**config.mk**
```make
export PLATFORM = sky130hd
export DESIGN_NAME = inst_fetch
export DESIGN_NICKNAME = d
export VERILOG_FILES = /design/src/rtl/inst_fetch.sv
export SDC_FILE = /design/constraint.sdc
export NUM_CORES = 1
export LEC_CHECK = 0
export BUFFER_PORTS_ARGS = -buffer_cell sky130_fd_sc_hd__buf_2
export CAP_MARGIN = 0
export CORE_ASPECT_RATIO = 1.5
export CORE_MARGIN = 3
export CORE_UTILIZATION = 45
export CTS_BUF_LIST = sky130_fd_sc_hd__clkbuf_8 sky130_fd_sc_hd__clkbuf_16
export DETAILED_ROUTE_END_ITERATION = 8
export PLACE_DENSITY = 0.8
export REMOVE_ABC_BUFFERS = 1
export SKIP_CTS_REPAIR_TIMING = 1
export SYNTH_ARGS = -nofsm -noshare
export SYNTH_HDL_FRONTEND = slang
export SYNTH_SLANG_ARGS = --single-unit
```
**constraint.sdc**
```tcl
create_clock -name clk -period 5 [get_ports clk]
set_clock_uncertainty 0.1 [all_clocks]
set_input_delay 0.25 -clock clk [delete_from_list [all_inputs] [get_ports clk]]
set_output_delay 0.25 -clock clk [all_outputs]
set_load 0.01 [all_outputs]
```
**src/rtl/inst_fetch.sv**
```systemverilog
// Instruction fetch stage: issues one memory request at a time, buffers responses
// (or misalignment faults) in a small FIFO, and discards responses orphaned by a flush.
module inst_fetch #(
  parameter int FIFO_DEPTH = 2
) (
  input  logic        clk,
  input  logic        rst,
  input  logic [31:0] pc_in,
  input  logic        pc_valid,
  output logic        pc_ready,
  output logic        imem_req,
  output logic [31:0] imem_addr,
  input  logic        imem_gnt,
  input  logic        imem_rvalid,
  input  logic [31:0] imem_rdata,
  input  logic        flush,
  output logic        out_valid,
  input  logic        out_ready,
  output logic [31:0] out_pc,
  output logic [31:0] out_inst,
  output logic        out_fault,
  output logic [1:0]  dbg_state
);

  localparam int PW = $clog2(FIFO_DEPTH);
  localparam int CW = PW + 1;
  localparam logic [CW-1:0] DEPTH_C = CW'(FIFO_DEPTH);

  // Debug encoding: IDLE=0, WAIT=1, DROP=2.
  typedef enum logic [1:0] {
    IDLE = 2'd0,
    WAIT = 2'd1,
    DROP = 2'd2
  } state_t;

  state_t         state_q, state_d;
  logic [PW-1:0]  rd_ptr_q, rd_ptr_d;
  logic [PW-1:0]  wr_ptr_q, wr_ptr_d;
  logic [CW-1:0]  count_q, count_d;
  logic [31:0]    lat_pc_q, lat_pc_d;

  logic [31:0]    pc_mem_q    [FIFO_DEPTH];
  logic [31:0]    inst_mem_q  [FIFO_DEPTH];
  logic           fault_mem_q [FIFO_DEPTH];

  logic           space;
  logic           aligned;
  logic           grant;
  logic           push;
  logic           pop;
  logic [31:0]    push_pc;
  logic [31:0]    push_inst;
  logic           push_fault;

  always_comb begin
    space     = (count_q < DEPTH_C);
    aligned   = (pc_in[1:0] == 2'b00);
    imem_req  = (state_q == IDLE) & pc_valid & space & ~flush & aligned;
    grant     = imem_req & imem_gnt;
    pc_ready  = (state_q == IDLE) & ~flush & space & pc_valid & (grant | ~aligned);
    imem_addr = pc_in;
    out_valid = (count_q != '0);
    pop       = out_valid & out_ready;

    push       = 1'b0;
    push_pc    = pc_in;
    push_inst  = 32'h0;
    push_fault = 1'b0;
    state_d    = state_q;
    lat_pc_d   = lat_pc_q;

    case (state_q)
      IDLE: begin
        if (grant) begin
          lat_pc_d = pc_in;
          state_d  = WAIT;
        end else if (pc_ready) begin
          // Misaligned fetch: report the fault without touching memory.
          push       = 1'b1;
          push_fault = 1'b1;
        end
      end
      WAIT: begin
        if (flush) begin
          state_d = imem_rvalid ? IDLE : DROP;
        end else if (imem_rvalid) begin
          push      = 1'b1;
          push_pc   = lat_pc_q;
          push_inst = imem_rdata;
          state_d   = IDLE;
        end
      end
      DROP: begin
        if (imem_rvalid) state_d = IDLE;
      end
      default: state_d = IDLE;
    endcase

    if (flush) begin
      rd_ptr_d = '0;
      wr_ptr_d = '0;
      count_d  = '0;
    end else begin
      rd_ptr_d = rd_ptr_q + PW'(pop);
      wr_ptr_d = wr_ptr_q + PW'(push);
      count_d  = count_q + CW'(push) - CW'(pop);
    end
  end

  always_ff @(posedge clk) begin
    if (rst) begin
      state_q  <= IDLE;
      rd_ptr_q <= '0;
      wr_ptr_q <= '0;
      count_q  <= '0;
      lat_pc_q <= 32'h0;
    end else begin
      state_q  <= state_d;
      rd_ptr_q <= rd_ptr_d;
      wr_ptr_q <= wr_ptr_d;
      count_q  <= count_d;
      lat_pc_q <= lat_pc_d;
    end
  end

  always_ff @(posedge clk) begin
    if (push) begin
      pc_mem_q[wr_ptr_q]    <= push_pc;
      inst_mem_q[wr_ptr_q]  <= push_inst;
      fault_mem_q[wr_ptr_q] <= push_fault;
    end
  end

  assign out_pc    = pc_mem_q[rd_ptr_q];
  assign out_inst  = inst_mem_q[rd_ptr_q];
  assign out_fault = fault_mem_q[rd_ptr_q];
  assign dbg_state = state_q;

endmodule
```
Yosys cells after proc, flatten, opt, wreduce, memory -nomap -nowiden. Memories as Yosys holds them, arrays and structs flattened. A register that Yosys moved wholly into a read port is not among the register bits. Cells that the tools add are included.

Register bits: 38. Bits in latches: 0. RAM bits: 130. ROM bits: 0. Input bits: 71. Output and inout port bits: 102. Word-level logic and storage cells: 56. Memories: 3.

Add/subtract/negate cells: 4. Multipliers: 0. Div/mod/pow operators: 0. $lt $le $gt $ge: 1. Equal/unequal tests: 3. Shift-type cells: 0. Mux-type cells: 22. Bitwise logic cells: 13. Reductions and logical operators: 5.

Memory list: inst_mem_q (words 2, bits a word 32, read ports 1, clocked after Yosys merged registers in 1, write ports 1, RTL line 43) `logic [31:0] inst_mem_q [FIFO_DEPTH];`; pc_mem_q (words 2, bits a word 32, read ports 1, clocked after Yosys merged registers in 1, write ports 1, RTL line 42) `logic [31:0] pc_mem_q [FIFO_DEPTH];`; fault_mem_q (words 2, bits a word 1, read ports 1, clocked after Yosys merged registers in 1, write ports 1, RTL line 44) `logic fault_mem_q [FIFO_DEPTH];`.

Operators by type and width (number): $mux 32 (6); $and 1x1->1 (10); $mux 1 (10); $mux 2 (4); $pmux 2 s3 (1); $logic_not 2->1 (2); $add 1x1->1 (2); $add 2x1->2 (1); $eq 2x1->1 const B (1); $eq 2x2->1 const B (1); $lt 2x2->1 const B (1); $ne 2x2->1 const B (1); $not 1->1 (2); $pmux 1 s2 (1); $reduce_and 2->1 (1); $reduce_bool 2->1 (1); $reduce_or 2->1 (1); $sub 2x1->2 (1); $or 1x1->1 (1).

Depth between registers and ports, before layout.
Word-level depth: 13. Depth in mapped cells: 11. Mapped depth without buffers: 9.

Least setup slack after synthesis. OpenSTA, ideal clock, no wires.

Path kind: register to register. Start: register state_q[0] (netlist: dbg_state[0]). End: memory fault_mem_q[1] (enable). Library setup time: 0.430 ns. Arrival time: 2.884 ns. Required time: 4.470 ns. Setup slack: 1.586 ns. Cell stages (with the launch flop): 7. Path buffers: 2. Clock period less this slack: 3.414 ns. Path through: dfxtp_1 -> nand2b_1 -> nor3b_2 -> buf_4 -> buf_2 -> o21bai_1 -> ha_1.

Word-level cells in the longest chain between the ends: 13. Elaborated cells between the ends (all ways): 17. Those cells by class: eq/ne (1); mux (5); bitwise (10); reduce/logical (1).

Ends and longest elaborated chain: from (decl) (RTL line 36) `state_t state_q, state_d;`; from (signal assigned) (RTL line 118) `state_q <= state_d;`; $logic_not 2->1 (RTL line 58, 60, 72); $and 1x1->1 (4 in a row) (RTL line 58) `imem_req = (state_q == IDLE) & pc_valid & space & ~flush & aligned;`; $and 1x1->1 (RTL line 59) `grant = imem_req & imem_gnt;`; $or 1x1->1 (RTL line 60) `pc_ready = (state_q == IDLE) & ~flush & space & pc_valid & (grant | ~aligned);`; $and 1x1->1 (RTL line 60); $mux 1 (RTL line 77) `end else if (pc_ready) begin`; $mux 1 (RTL line 74) `if (grant) begin`; $pmux 1 s2 (*) (RTL line 72) `case (state_q)`; $mux 1 (*) (RTL line 127) `if (push) begin`; $mux 1 (not written as such) (*) (RTL line 130) `fault_mem_q[wr_ptr_q] <= push_fault;`; to (decl) (RTL line 44).

Every way passes the cells marked *; elsewhere a longest branch is shown, timed or not.

Worst setup path after layout.
Start: register state_q[0] (netlist: dbg_state[0]). End: memory inst_mem_q[0][17] (enable).

Word-level cells in the longest chain between the ends: 13. Elaborated cells between the ends (all ways): 17. Those cells by class: eq/ne (1); mux (5); bitwise (10); reduce/logical (1).

Ends and longest elaborated chain: $logic_not 2->1 (RTL line 58, 60, 72); $and 1x1->1 (4 in a row) (RTL line 58); $and 1x1->1 (RTL line 59); $or 1x1->1 (RTL line 60); $and 1x1->1 (RTL line 60); $mux 1 (RTL line 77); $mux 1 (RTL line 74); $pmux 1 s2 (*) (RTL line 72); $mux 1 (*) (RTL line 127); $mux 1 (not written as such) (*) (RTL line 129) `inst_mem_q[wr_ptr_q] <= push_inst;`; to (decl) (RTL line 43).

Marked as above.

==> results.yml <==
status:
  status: "completed"
critical_path:
  cp_max_fo: 66
  rr_startpoint: "dbg_state[0]"
  crit_type: "reg -> reg"
  reg2regPathDepth: 5
  critPathLaunchType: "register"
  worstPathArrival_ps: 2980
  cp-startpoint: "dbg_state[0]"
  reg2reg_to: "inst_mem_q[0][17]"
  path_buf_inv: 1
  worst_path_max_delay_cell: "ha_4"
  crit_required_ps: 4930
  crit_chain: "nand2b_1 > nor3b_4 > buf_4 > o21bai_1 > ha_4"
  regToRegSetupSlack_ps: 1950
  cpPeakStageDelay_ps: 790
  cp.depth: 5
  crit_family: "adder cells"
  crit_end: "inst_mem_q[0][17]"
  crit_path_end_kind: "register"
global_route:
  grt_pass1_wl_mm: 21.5
  antenna_found_initial: 0
  grt_max_degree: 67
  grt.total_usage_pct: 15.8
  grt_pass1_vias: 4506
  overflow: 0
synth:
  synth-async-reset-ratio_pct: 0
  yosys_warnings: 0
  muxShareOfSynthArea_pct: 15.2
  synth_edf_count: 130
  synth_top_family_by_area: "multiplexers"
  syn_area_per_cell_sq_um: 14.8
  yosys.area_share.simple_pct: 7.01
  synth_ff_type: "edfxtp_1"
  synth_xor_area_share_pct: 0.242
  ys_ff_latch: 168
  synth_area_sq_um: 7250
  synth-adder-area-share_pct: 0.691
  syn_inst: 489
  synth_cell_types: 34
  synth-compound-area-share_pct: 6.70
  ys_seq_area_share_pct: 64.4
job:
  drv_cap: 0
layout:
  layout-drive-gt1-share_pct: 52.4
  fillCellCount: 1299
  fin_nets: 695
  ff_latch_area_sq_um: 4670
  instances_no_fill: 836
  area_growth_pct: 18.5
  num_antenna_cells: 0
  multi_input_area_sq_um: 2210
  design_area_sq_um: 8590
clock_network:
  numCtsBuffers: 17
  clkLatencyLatePin_ps: 410
  cts_tree: "done"
  root_buffer: "clkbuf_16"
  clk_path_buf_depth: 2
  htree_levels: 4
  clock_sinks: 168
  path_clk_slew_ps: 60
drt:
  wl_per_cell_um: 16.4
  drc: 0
  vias: 4248
  vias_per_cell: 5.08
  final_antenna_net_count: 0
  dr.pass1.iters: 4
  drtIter0Drc: 188
  totalWireLength_mm: 13.7
pwr:
  p_int_uw: 2290
  p_per_area_nw_per_um2: 342
  pwr-share-seq_pct: 52.3
  clockPowerShare_pct: 41.2
  cellLeakagePower_uw: 0.00333
  switching_share_pct: 21.8
  p_switching_uw: 639
  p_comb_share_pct: 6.5
  ir_worst_vdd_v: 0.000184
timing:
  max_slew_margin_pct: 36.9
  finalHoldViolations: 0
  slew_violations: 0
  period_share_pct: 60.9
  fin_tns_setup_ps: 0
  setup_viol: 0
  fmax_mhz: 328
  rsz0062_at_grt: "no"
  worst_pin_slew_ps: 947
  period_needed_ps: 3050
placed_design:
  dp_hpwl_mm: 8.66
  dp.cells: 803
  port_buffers: 172
  place_area_sq_um: 8030
  place.gp.congestion: 0.771
floorplanning:
  dieHeight_um: 161
  coreArea_sq_um: 15700
  io-pin-count: 173
  die_area_sq_um: 17700
  row_count: 56
  die_w_um: 110
  start_util_pct: 46.2
min_path:
  hold_path.class: "in -> reg"
==> worst reg2reg max path: stages, from the launching register on <==
cell      delay (ps)
dfxtp_1          460
nand2b_1         150
nor3b_4          180
buf_4            570
o21bai_1         330
ha_4             790
==> logic make-up after synthesis <==
kind of cell | after synthesis
flip-flops | 168
multiplexers | 98
AND/OR/NAND/NOR | 85
buffers and inverters | 67
AO/OA/AOI/OAI | 65
adder cells (fa/ha/maj) | 4
XOR/XNOR | 2
==> sequential cells by signal (all words and copies together) (netlist names) <==
signal / cells
rd_ptr_q: 1
dbg_state: 2
count_q: 2
lat_pc_q: 32
fault_mem_q: 2
pc_mem_q: 64
inst_mem_q: 64
wr_ptr_q: 1
==> power by group through the flow <==
stage / clock (uW) / combinational (uW) / sequential [uW]
2_1_floorplan: 0 / 83.6 / 1560
5_1_grt: 1300 / 208 / 1540
4_1_cts: 1240 / 193 / 1540
3_5_place_dp: 0 / 192 / 1570
6_report: 1210 / 190 / 1540
3_3_place_gp: 0 / 187 / 1560
==> Yosys cell counts, types with 2 or more instances <==
library cell	number	share of area, %
nor3b_1	4	0.41
edfxtp_1	130	54
a21oi_1	31	2.1
clkbuf_1	6	0.31
clkbuf_2	2	0.14
a21bo_2	30	4.1
nand3_1	30	2.1
and2_1	33	2.8
inv_1	3	0.16
nand2_1	3	0.16
mux2_1	6	0.93
buf_4	35	3.6
or2_2	2	0.17
mux2_2	91	14
ha_1	4	0.69
nor3_1	2	0.14
dfxtp_1	38	10
nor2_1	4	0.21
buf_2	20	1.4
==> how the worst min path moves through the flow <==
stage | start | end | slack (ps) | cells past startpoint
final | pc_in[20] | lat_pc_q[20] | 7 | 3
after global routing | pc_in[6] | lat_pc_q[6] | 2 | 3
after global placement | imem_rvalid | dbg_state[1] | 340 | 2
after floorplan | rst | lat_pc_q[10] | 220 | 1
after CTS | imem_rvalid | dbg_state[1] | -80 | 2
after detailed placement | lat_pc_q[0] | lat_pc_q[0] | 360 | 1
==> cells in the final DEF, fill, tap and decap left out, types with 6 or more instances in the layout <==
master / n
edfxtp_1: 130
dfxtp_1: 37
and2_1: 33
buf_2: 172
clkbuf_16: 17
a21bo_2: 30
a21oi_1: 31
mux2_2: 91
mux2_1: 6
nand3_1: 30
==> metal layers <==
metal	track usage [%]	part of all wire, %
met1	16.2	36
met2	30.5	58
met5	0	0
met3	2.84	4.4
met4	6.41	1.8
==> through the flow <==
stage / power [uW] / hold WS [ps] / setup slack [ps] / utilization (%)
global route: 3050 / 2.25 / 1730 / 54.7
detailed placement: 1760 / 363 / 1910 / 51.1
CTS: 2970 / -83.2 / 1890 / 54.7
finish: 2930 / 7.08 / 1950 / 54.7
floorplan: 1650 / 219 / -496 / -
global placement: 1750 / 343 / 2040 / 51.1
==> layout make-up <==
cell class	instances	area share (%)
Clock buffer	17	4.95
Clock inverter	15	1.49
Inverter	3	0.131
Multi-Input combinational cell	254	25.7
Sequential cell	168	54.3
Tap cell	203	2.96
Timing Repair Buffer	176	10.4
(Power assumes the default switching activity.)
